### src/rtl/arb_req_frontend.sv
// arb_req_frontend: per-channel saturating job queues driving a 3-way round-robin arbiter.
// Optional starvation monitor is compiled in with `define STARVE_CHECK_EN.
module arb_req_frontend #(
    parameter int CNT_W    = 4,
    parameter int MAX_WAIT = 3
) (
    input  logic             clk,
    input  logic             rst,
    input  logic             job_a,
    input  logic             job_b,
    input  logic             job_c,
    input  logic             grant_a,
    input  logic             grant_b,
    input  logic             grant_c,
    output logic             req_a,
    output logic             req_b,
    output logic             req_c,
    output logic [CNT_W-1:0] pend_a,
    output logic [CNT_W-1:0] pend_b,
    output logic [CNT_W-1:0] pend_c,
    output logic             done,
    output logic [1:0]       done_id,
    output logic             err_ovf,
    output logic             err_spur,
    output logic             err_multi,
    output logic [2:0]       starve
);

    localparam logic [CNT_W-1:0] PEND_MAX = '1;

    logic [CNT_W-1:0] pend [3];
    logic [2:0]       job;
    logic [2:0]       grant;
    logic [2:0]       req;
    logic [2:0]       valid;
    logic             multi;

    assign job   = {job_c, job_b, job_a};
    assign grant = {grant_c, grant_b, grant_a};

    always_comb begin
        req = '0;
        for (int unsigned i = 0; i < 3; i++) begin
            req[i] = (pend[i] != '0);
        end
    end

    // A grant only counts when it is the sole grant and the channel is requesting.
    assign multi = (grant[0] & grant[1]) | (grant[0] & grant[2]) | (grant[1] & grant[2]);
    assign valid = grant & req & {3{~multi}};

    assign req_a  = req[0];
    assign req_b  = req[1];
    assign req_c  = req[2];
    assign pend_a = pend[0];
    assign pend_b = pend[1];
    assign pend_c = pend[2];

    always_ff @(posedge clk) begin
        if (rst) begin
            for (int unsigned i = 0; i < 3; i++) begin
                pend[i] <= '0;
            end
            done      <= 1'b0;
            done_id   <= '0;
            err_ovf   <= 1'b0;
            err_spur  <= 1'b0;
            err_multi <= 1'b0;
        end else begin
            done <= |valid;
            if (valid[0])      done_id <= 2'd0;
            else if (valid[1]) done_id <= 2'd1;
            else if (valid[2]) done_id <= 2'd2;

            for (int unsigned i = 0; i < 3; i++) begin
                if (job[i] && !valid[i]) begin
                    if (pend[i] == PEND_MAX) err_ovf <= 1'b1;
                    else                     pend[i] <= pend[i] + CNT_W'(1);
                end else if (!job[i] && valid[i]) begin
                    pend[i] <= pend[i] - CNT_W'(1);
                end
            end

            if (|(grant & ~req)) err_spur  <= 1'b1;
            if (multi)           err_multi <= 1'b1;
        end
    end

`ifdef STARVE_CHECK_EN
    localparam int WAIT_W = $clog2(MAX_WAIT + 1);
    localparam logic [WAIT_W-1:0] WAIT_MAX = WAIT_W'(MAX_WAIT);

    logic [WAIT_W-1:0] wait_cnt [3];
    logic [2:0]        starve_q;

    // Flag is raised on the same edge the saturating wait counter reaches its limit.
    always_ff @(posedge clk) begin
        if (rst) begin
            for (int unsigned i = 0; i < 3; i++) begin
                wait_cnt[i] <= '0;
            end
            starve_q <= '0;
        end else begin
            for (int unsigned i = 0; i < 3; i++) begin
                if (!req[i] || valid[i]) begin
                    wait_cnt[i] <= '0;
                end else if (wait_cnt[i] != WAIT_MAX) begin
                    wait_cnt[i] <= wait_cnt[i] + WAIT_W'(1);
                    if (wait_cnt[i] + WAIT_W'(1) == WAIT_MAX) starve_q[i] <= 1'b1;
                end
            end
        end
    end

    assign starve = starve_q;
`else
    assign starve = 3'b000;
`endif

endmodule

### config.mk
export PLATFORM = sky130hd
export DESIGN_NAME = arb_req_frontend
export DESIGN_NICKNAME = d
export VERILOG_FILES = /design/src/rtl/arb_req_frontend.sv
export SDC_FILE = /design/constraint.sdc
export NUM_CORES = 1
export LEC_CHECK = 0
export CORE_MARGIN = 2
export CORE_UTILIZATION = 43
export CTS_CLUSTER_DIAMETER = 200
export DETAILED_ROUTE_END_ITERATION = 12
export PLACE_DENSITY = 0.82
export SETUP_SLACK_MARGIN = 0.3
export SYNTH_ARGS = -nofsm -noshare
export SYNTH_HDL_FRONTEND = slang
export SYNTH_SLANG_ARGS = --single-unit
export TNS_END_PERCENT = 30
### constraint.sdc
create_clock -name clk -period 2.35 [get_ports clk]
set_input_delay 0.47 -clock clk [delete_from_list [all_inputs] [get_ports clk]]
set_output_delay 0.47 -clock clk [all_outputs]
set_load 0.01 [all_outputs]
==> run metrics, run 1 <==
outcome=completed; worst path required time=roughly 1.9 ns; slowest CP cell=edfxtp_1; final hold slack=0.492 ns; TritonCTS clock tree=yes; Storage cell area=480 um2; final worst slack=0.0373 ns; crit-path cells=nor4_4 -> inv_2 -> buf_4 -> clkdlybuf4s50_1; HPWL after DPL=around 2500 um; register clock-pin slew on the reported worst setup and hold paths=0.12 ns; Layout Cell Area excl Fill=2050 um2; Synth Register Bits=18; Post-Syn Area=about 1200 um2; row count=18; number of synthesized flops with an enable pin=12; maxcap violations=0; CTS buffer count=3; prevailing post-synth register cell=edfxtp_1; crit-path max cell delay=approximately 0.47 ns; # hold bufs at CTS=0; Worst R2R End=pend[0][3]; chip width=56.2 um; initial antenna violation count=0; Reg2Reg Setup Slack=~0.05 ns; Avg Inst Size Synth=9.67 um2; Post-Synthesis Cells=between 100 and 150; layout cell share with drive strength beyond 1=0.477; synth unique cells=39; vias in the first global route=roughly 1,300; GP Congestion=0.838; cells on worst reg2reg path=11; crit end category=output pin; vias per inst=roughly 5.7; diode count=0; top cells by area, synth=edfxtp_1, dfxtp_1, ha_1; root buffer cell=clkbuf_4; setup violators final=0; Detailed Routing Iterations Pass 1=4; Area Overhead vs Synth=75.1%; PortBufs=28; gr usage total=0.269; sequential-to-total area share from yosys stat=0.411; dpl ws=-0.484 ns; # clock sinks=18; num ports=32; Slew Viols, Final=0; post-synth top area share=0.308; cell taking the most area after synthesis=edfxtp_1; Worst-Skew Late Latency=0.31 ns; Hold EP=done_id[1]; First DRT Iteration DRCs=69; hold_sp=done_id[1]; final wirelength=4410 um; CP Launch Type=register; GRT Residual Overflow=0; vias after detailed routing=1,296; worst min path class=register to register; post-layout min period=roughly 2.3 ns; final period utilization=0.984; largest net degree at the start of global routing=11; chip height=approximately 56 um; Layout fillers=between 100 and 150; CTS H-Tree Depth=1; area of the multi-input gates=around 780 um2; DRC Markers=0; worst setup path class=register to output pin; final antenna-violating net count=0; Layout Nets=215; RSZ-0062 raised after global routing=true; worst vdd ir=0.000572 V; Worst R2R Start=pend[0][2]; final total negative setup slack=0 ns; cell family with most CP delay=buffers and inverters; hold path depth=2; Pwr per Cell Area=649 nW/um2; WL/cell=19.4 um; Starting Density=0.464; skew final=0.00766 ns; core area=2520 um2; Die Area=between 3000 and 4000 um2; FMAX=432 MHz; Bufs and invs on worst path=3; Worst Path Arrival=~1.8 ns; Static Leak=around 0.0009 uW; Hold Vio Cnt, Final=0; area of placed instances=1720 um2; asr flop ratio synth=0; Yosys Warn Count=0; first-pass GRT wire length=between 6000 and 7000 um; maximum clock path buffer count=2; CP max FO=2
==> cell usage in the layout, fill, tap and decap left out, types with 2 or more instances in the layout <==
cell             count
a21oi_1              5
nand4_1              3
xnor2_1              4
a21oi_2              3
or3_4                2
or2_2                3
xor2_1               2
clkbuf_4             3
ha_1                 4
conb_1               3
inv_4                2
nor2_2               2
or4_4                3
clkdlybuf4s50_1     22
buf_4               44
nand3b_1             2
buf_6                5
a21o_1               3
edfxtp_1            12
clkdlybuf4s15_2      2
nand3_1              2
nand2_1              2
ha_4                 2
inv_2                3
nor4b_4              2
dfxtp_1              6
fa_1                 2
nor2_1              11
inv_1                9
==> worst reg2reg max path: stages, from the launching register on <==
cell      delay [ns]
edfxtp_1        0.47
nor4_4          0.36
inv_2           0.08
nand3_2         0.09
or3_4           0.16
inv_4           0.05
ha_4            0.20
a21o_1          0.16
a21oi_2         0.13
xnor2_1         0.15
xnor2_1         0.16
nor2_1          0.07
==> timing repair <==
| item | CTS | global route |
|---|---|---|
| setup buffers | 15 | 7 |
| hold endpoints to repair | 0 | 0 |
| endpoints found under the setup margin | 27 | 29 |
| resized for setup | 31 | 18 |
| pin swaps | 16 | 15 |
==> through the flow <==
| step | total power (uW) | util | std cells |
|---|---|---|---|
| 2_1_floorplan | 694 | - | 123 |
| 6_report | 1330 | 0.812 | 227 |
| 3_5_place_dp | 943 | 0.681 | 201 |
| 4_1_cts | 1230 | 0.770 | 220 |
| 3_3_place_gp | 914 | 0.681 | 201 |
| 5_1_grt | 1390 | 0.812 | 227 |
==> cells by family after synthesis <==
| family | Yosys count | synth area share |
|---|---|---|
| simple gates | 44 | 0.218 |
| buf+inv | 21 | 0.0845 |
| compound gates | 19 | 0.105 |
| flops | 18 | 0.411 |
| fa+ha+maj | 10 | 0.118 |
| xor+xnor | 7 | 0.0524 |
| other cells | 1 | 0.00321 |
| mux | 1 | 0.00856 |
==> cell type report <==
type,count,area share
Multi-Input combinational cell,84,0.379
Timing Repair Buffer,77,0.323
Sequential cell,18,0.235
Inverter,14,0.0281
Tap cell,30,0.0183
Clock buffer,4,0.0177
==> cells in the mapped netlist, types with 2 or more instances <==
cell type / n
nor3b_1: 2
clkbuf_1: 2
nand4_1: 3
nor2_1: 14
xor2_1: 3
o21ai_0: 3
xnor2_1: 4
a21o_1: 3
and3_1: 2
a21oi_1: 8
buf_4: 3
dfxtp_1: 6
nand3b_1: 2
fa_1: 2
nand3_1: 4
edfxtp_1: 12
or3_1: 3
nand2_1: 2
ha_1: 7
inv_1: 14
or2_2: 3
or4_1: 2
==> registers in the layout, indices dropped and copies added (netlist names) <==
| signal | flops |
|---|---|
| done | 1 |
| pend | 12 |
| err_ovf | 1 |
| err_spur | 1 |
| err_multi | 1 |
| done_id | 2 |
==> per-layer routing <==
metal / vias to the layer above / track usage / part of all wire
met1: 619 / 0.298 / 0.38
met3: 21 / 0.0558 / 0.061
met5: - / 0 / 0
li1: 576 / - / -
met2: 80 / 0.479 / 0.51
met4: 0 / 0.136 / 0.051
==> how the worst max path moves through the flow <==
stage / from / endpoint / depth (start not counted)
floorplan: pend[1][1] / pend[1][3] / 10
global placement: grant_b / pend[0][3] / 11
detailed placement: grant_a / pend[1][3] / 12
CTS: pend[1][0] / pend[1][3] / 9
global route: pend[0][2] / pend[0][3] / 11
finish: pend[0][2] / req_a / 4
==> power by group <==
part	internal (uW)	switching [uW]	leakage, uW
clock network	94.7	113	0.0000210
registers	405	49.5	0.000175
logic	366	302	0.000698
No activity file was read; power rests on OpenSTA's default activity.
==> run 2: changes to the inputs <==
Settings changed: CORE_MARGIN 2 to default, MAX_ROUTING_LAYER from default to met4, PLACE_DENSITY 0.82 to 0.75.
==> run 2 against run 1 <==
Effect of this change:
- final area shrank 7.1%
- critical path type is now register to register
- hold slack lost 0.0084 ns
- setup slack gained 0.030 ns
- sequential share of layout area grew 1.8 points
- final cell count shrank 4.4%
- combinational power shrank 15%
- first-iteration DRC count shrank 42%
- register-to-register slack gained 0.02 ns
==> run metrics, run 2 (synthesis results as in run 1) <==
sw frac=0.341; maxcap violations=0; fin util=0.754; layout cell share with drive strength beyond 1=0.390; largest net degree at the start of global routing=11; Layout Cell Area excl Fill=1900 um2; maximum clock path buffer count=2; worst setup path class=register to register; crit-path cells=nor4_2 -> inv_1 -> nand3_2 -> or3_4 -> inv_4 -> ha_4 -> a21o_1 -> a21oi_2 -> xnor2_1 -> xnor2_1 -> nor2_1; post-layout min period=around 2.3 ns; Net Sw Power=406 uW; CP Depth=11; num ports=32; Area Overhead vs Synth=62.7%; core area=2520 um2; top flop regs=pend: 12 flops, done_id: 2 flops; WL/cell=about 16 um; Layout Nets=a little over 200; Pint=783 uW; Gate power share=0.478; final wirelength=3470 um; final antenna-violating net count=0; Slew Viols, Final=0; vias after detailed routing=1,175; TritonCTS clock tree=yes; Bufs and invs on worst path=2; non-filler cells in the finished layout=217; Worst R2R End=pend[0][3]; slowest CP cell=edfxtp_1; initial antenna violation count=0; Worst-Skew Late Latency=approximately 0.31 ns; final period utilization=0.971; register share of total power=0.376; First DRT Iteration DRCs=40; RSZ-0062 raised after global routing=true; crit-path max cell delay=0.44 ns; Detailed Routing Iterations Pass 1=4; largest register by flop count=pend; Pwr per Cell Area=about 630 nW/um2; CTS H-Tree Depth=1; skew final=0.00642 ns; Static Leak=roughly 0.00083 uW; Worst R2R Start=pend[0][2]; register clock-pin slew on the reported worst setup and hold paths=around 0.12 ns; Reg2Reg Setup Slack=0.07 ns; CTS buffer count=3; worst path required time=2.43 ns; diode count=0; crit end category=register; vias per inst=5.41; first-pass GRT wire length=5090 um; setup violators final=0; cells on worst reg2reg path=11; chip height=54.2 um; # clock sinks=18; GRT Residual Overflow=0; max reg flops=12; # hold bufs at CTS=0; worst min path class=register to register; Clk pwr share=0.146; crit-path most repeated cell=xnor2_1; Layout fillers=171; row count=18; root buffer cell=clkbuf_4; dpl cells=203; chip width=between 50 and 60 um; GP Congestion=0.824; DRC Markers=0; Die Area=around 3000 um2; worst vdd ir=0.000503 V; cell family with most CP delay=simple AND/OR/NAND/NOR gates; commonest non-fill, non-tap cell in the layout=buf_4; FMAX=438 MHz; CP endpoint=pend[0][3]; CP Launch Type=register; commonest non-fill, non-tap cells in the layout=buf_4, clkdlybuf4s50_1, nor2_1; Hold Vio Cnt, Final=0; Worst Setup SP=pend[0][2]; Starting Density=0.464; gr usage total=0.260; area of placed instances=1730 um2; HPWL after DPL=2310 um; outcome=completed; Worst Path Arrival=2.37 ns; PortBufs=28; vias in the first global route=between 1,000 and 1,500; CP max FO=3
run 2: worst reg2reg max path: stages (launching register included):
cell	delay [ns]
edfxtp_1	0.44
nor4_2	0.37
inv_1	0.14
nand3_2	0.09
or3_4	0.14
inv_4	0.05
ha_4	0.20
a21o_1	0.16
a21oi_2	0.13
xnor2_1	0.15
xnor2_1	0.14
nor2_1	0.05
run 2: final cells by class:
class / count / area, um2 / area share
Sequential cell: 18 / 480 / 0.252
Multi-Input combinational cell: 84 / 726 / 0.381
Tap cell: 30 / 37.5 / 0.0197
Timing Repair Buffer: 67 / 576 / 0.302
Clock inverter: 1 / 3.75 / 0.00197
Clock buffer: 3 / 22.5 / 0.0118
Inverter: 14 / 57.6 / 0.0302
run 2: repair_timing:
item,in CTS,in global routing
resized for setup,18,17
pin swaps,9,17
setup buffers,6,4
endpoints found under the setup margin,27,23
hold endpoints to repair,0,0
run 2: per-stage QoR:
stage	setup WS (ns)	setup TNS, ns	hold slack, ns	power, uW
final	0.0672	0	0.484	1190
after detailed placement	-0.420	-5.12	0.459	943
after global routing	-0.0677	-0.0677	0.492	1260
after global placement	-0.401	-3.90	0.453	921
after floorplan	-0.0168	-0.0310	0.489	694
after CTS	0.117	0	0.475	1150
run 2: layer usage:
metal / global-route usage / vias to the layer above / share of wire
met4: 0.115 / 0 / 0.022
met3: 0.0367 / 8 / 0.057
li1: - / 550 / -
met2: 0.447 / 54 / 0.53
met5: - / - / 0
met1: 0.295 / 563 / 0.38
run 2: worst min-delay path by stage:
stage,depth (start not counted),slack [ns],endpoint,startpoint
floorplan,2,0.49,done_id[1],done_id[1]
global placement,2,0.45,err_multi,err_multi
detailed placement,2,0.46,done_id[1],done_id[1]
CTS,2,0.47,done_id[1],done_id[1]
global route,2,0.49,err_multi,err_multi
finish,2,0.48,done_id[1],done_id[1]
run 2: power by group through the flow:
stage               clock [uW]  combinational (uW)  sequential [uW]
floorplan                    0                 204              490
global placement             0                 472              450
detailed placement           0                 489              454
CTS                        174                 533              443
global route               186                 622              452
finish                     174                 569              447
==> run 3: changes to the inputs <==
Settings changed: CELL_PAD_IN_SITES_DETAIL_PLACEMENT from default to 0, CELL_PAD_IN_SITES_GLOBAL_PLACEMENT from default to 2, CORE_UTILIZATION 43 to 26, PLACE_DENSITY 0.75 to default, PLACE_DENSITY_LB_ADDON from default to 0.1.
==> run 3 against run 2 <==
Effect of this change:
- sequential share of layout area shrank 1.8 points
- highest routed layer unchanged
- clock-buffer cell count did not move
- via count down 3.6%
- clock power rose by 30%
- clock skew down 0.0050 ns
- sequential cell count is the same
- final cell count increased by 14%
- combinational power is 3% higher
- fmax up 2.9%
- first-iteration DRC count down 73%
==> run metrics, run 3 (synthesis results as in run 1) <==
vias after detailed routing=approximately 1,100; largest net degree at the start of global routing=11; vias per inst=4.57; worst vdd ir=0.000248 V; worst setup path class=register to register; Detailed Routing Iterations Pass 1=4; RSZ-0062 raised after global routing=true; PortBufs=28; total power=1260 uW; final wirelength=3100 um; HPWL after DPL=2350 um; Static Leak=0.000882 uW; register clock-pin slew on the reported worst setup and hold paths=around 0.07 ns; worst path required time=roughly 2.4 ns; crit end category=register; commonest non-fill, non-tap cells in the layout=buf_4, clkdlybuf4s50_1, edfxtp_1; core area=4350 um2; num ports=32; GRT Max-Usage Layer=met2; GP Congestion=0.748; # clock sinks=18; non-filler cells in the finished layout=248; # hold bufs at CTS=0; first-pass GRT wire length=5320 um; initial antenna violation count=0; Worst-Skew Late Latency=0.26 ns; FMAX=roughly 450 MHz; layout cell share with drive strength beyond 1=0.459; met3 usage=0.0205; root buffer cell=clkbuf_8; gr usage total=0.142; CP max FO=3; setup violators final=0; Global Route met2 Usage=0.237; largest register by flop count=pend; outcome=completed; row count=24; Layout Nets=214; dpl cells=229; vias in the first global route=1,144; top flop regs=pend: 12 flops, done_id: 2 flops; Worst Path Arrival=2.23 ns; CTS buffer count=3; dpl ws=-0.408 ns; worst min path class=register to register; chip width=69.1 um; Pwr per Cell Area=around 610 nW/um2; final period utilization=0.944; chip height=69.1 um; Starting Density=0.269; final worst slack=0.131 ns; skew final=0.00145 ns; maxcap violations=0; Hold Vio Cnt, Final=0; Layout Cell Area excl Fill=just over 2000 um2; CP Launch Type=register; area of placed instances=1790 um2; DRC Markers=0; maximum clock path buffer count=2; First DRT Iteration DRCs=11; Die Area=4770 um2; Area Overhead vs Synth=75.4%; diode count=0; commonest non-fill, non-tap cell in the layout=buf_4; post-layout min period=2.22 ns; WL/cell=12.5 um; met1 GRT Util=0.175; GRT Residual Overflow=0; CTS H-Tree Depth=1; Slew Viols, Final=0; final antenna-violating net count=0; TritonCTS clock tree=yes; max reg flops=12
## run 3: layout make-up
type | count | area, um2
clock buffers | 3 | 41.3
clock inverters | 1 | 3.75
fillers | 423 | 2300
inverters | 14 | 55.1
multi-input cells | 84 | 743
flip-flops and latches | 18 | 480
well taps | 52 | 65.1
repair buffers | 76 | 663
## run 3: per-stage QoR
| step | util | hold WS [ns] | TNS (ns) |
|---|---|---|---|
| finish | 0.471 | 0.473 | 0 |
| floorplan | - | 0.489 | -0.0310 |
| CTS | 0.451 | 0.483 | 0 |
| global placement | 0.411 | 0.448 | -4.93 |
| global route | 0.471 | 0.503 | 0 |
| detailed placement | 0.411 | 0.463 | -4.88 |
## run 3: power breakdown
group	switching [uW]	internal (uW)	leakage, uW
Clock	111	116	0.0000231
Combinational	246	338	0.000685
Sequential	43.5	405	0.000175
## run 3: final timing paths
| path | startpoint | end | slack, ns | cells past startpoint |
|---|---|---|---|---|
| setup / recovery | pend[1][0] | pend[1][3] | 0.13 | 9 |
| hold / removal | err_multi | err_multi | 0.47 | 2 |
| setup reg to reg | pend[1][0] | pend[1][3] | 0.13 | 9 |
| hold reg to reg | err_multi | err_multi | 0.47 | 2 |
## run 3: repair_timing
action,in CTS,in global routing
resized for setup,41,18
cloned,1,0
pin swaps,13,9
setup endpoints to repair,27,28
buffers inserted,8,6
## run 3: critical path, stage by stage, from the launching register on
cell,delay (ns)
edfxtp_1,0.39
or4_4,0.57
nand3_4,0.08
inv_2,0.05
ha_1,0.26
a21o_1,0.16
a21oi_2,0.12
xnor2_1,0.14
xnor2_1,0.15
nor2_1,0.05
## run 3: metal layers
metal / share of wire / up-vias
met2: 0.50 / 24
li1: - / 574
met4: 0.011 / 0
met1: 0.46 / 531
met5: 0 / -
met3: 0.030 / 4
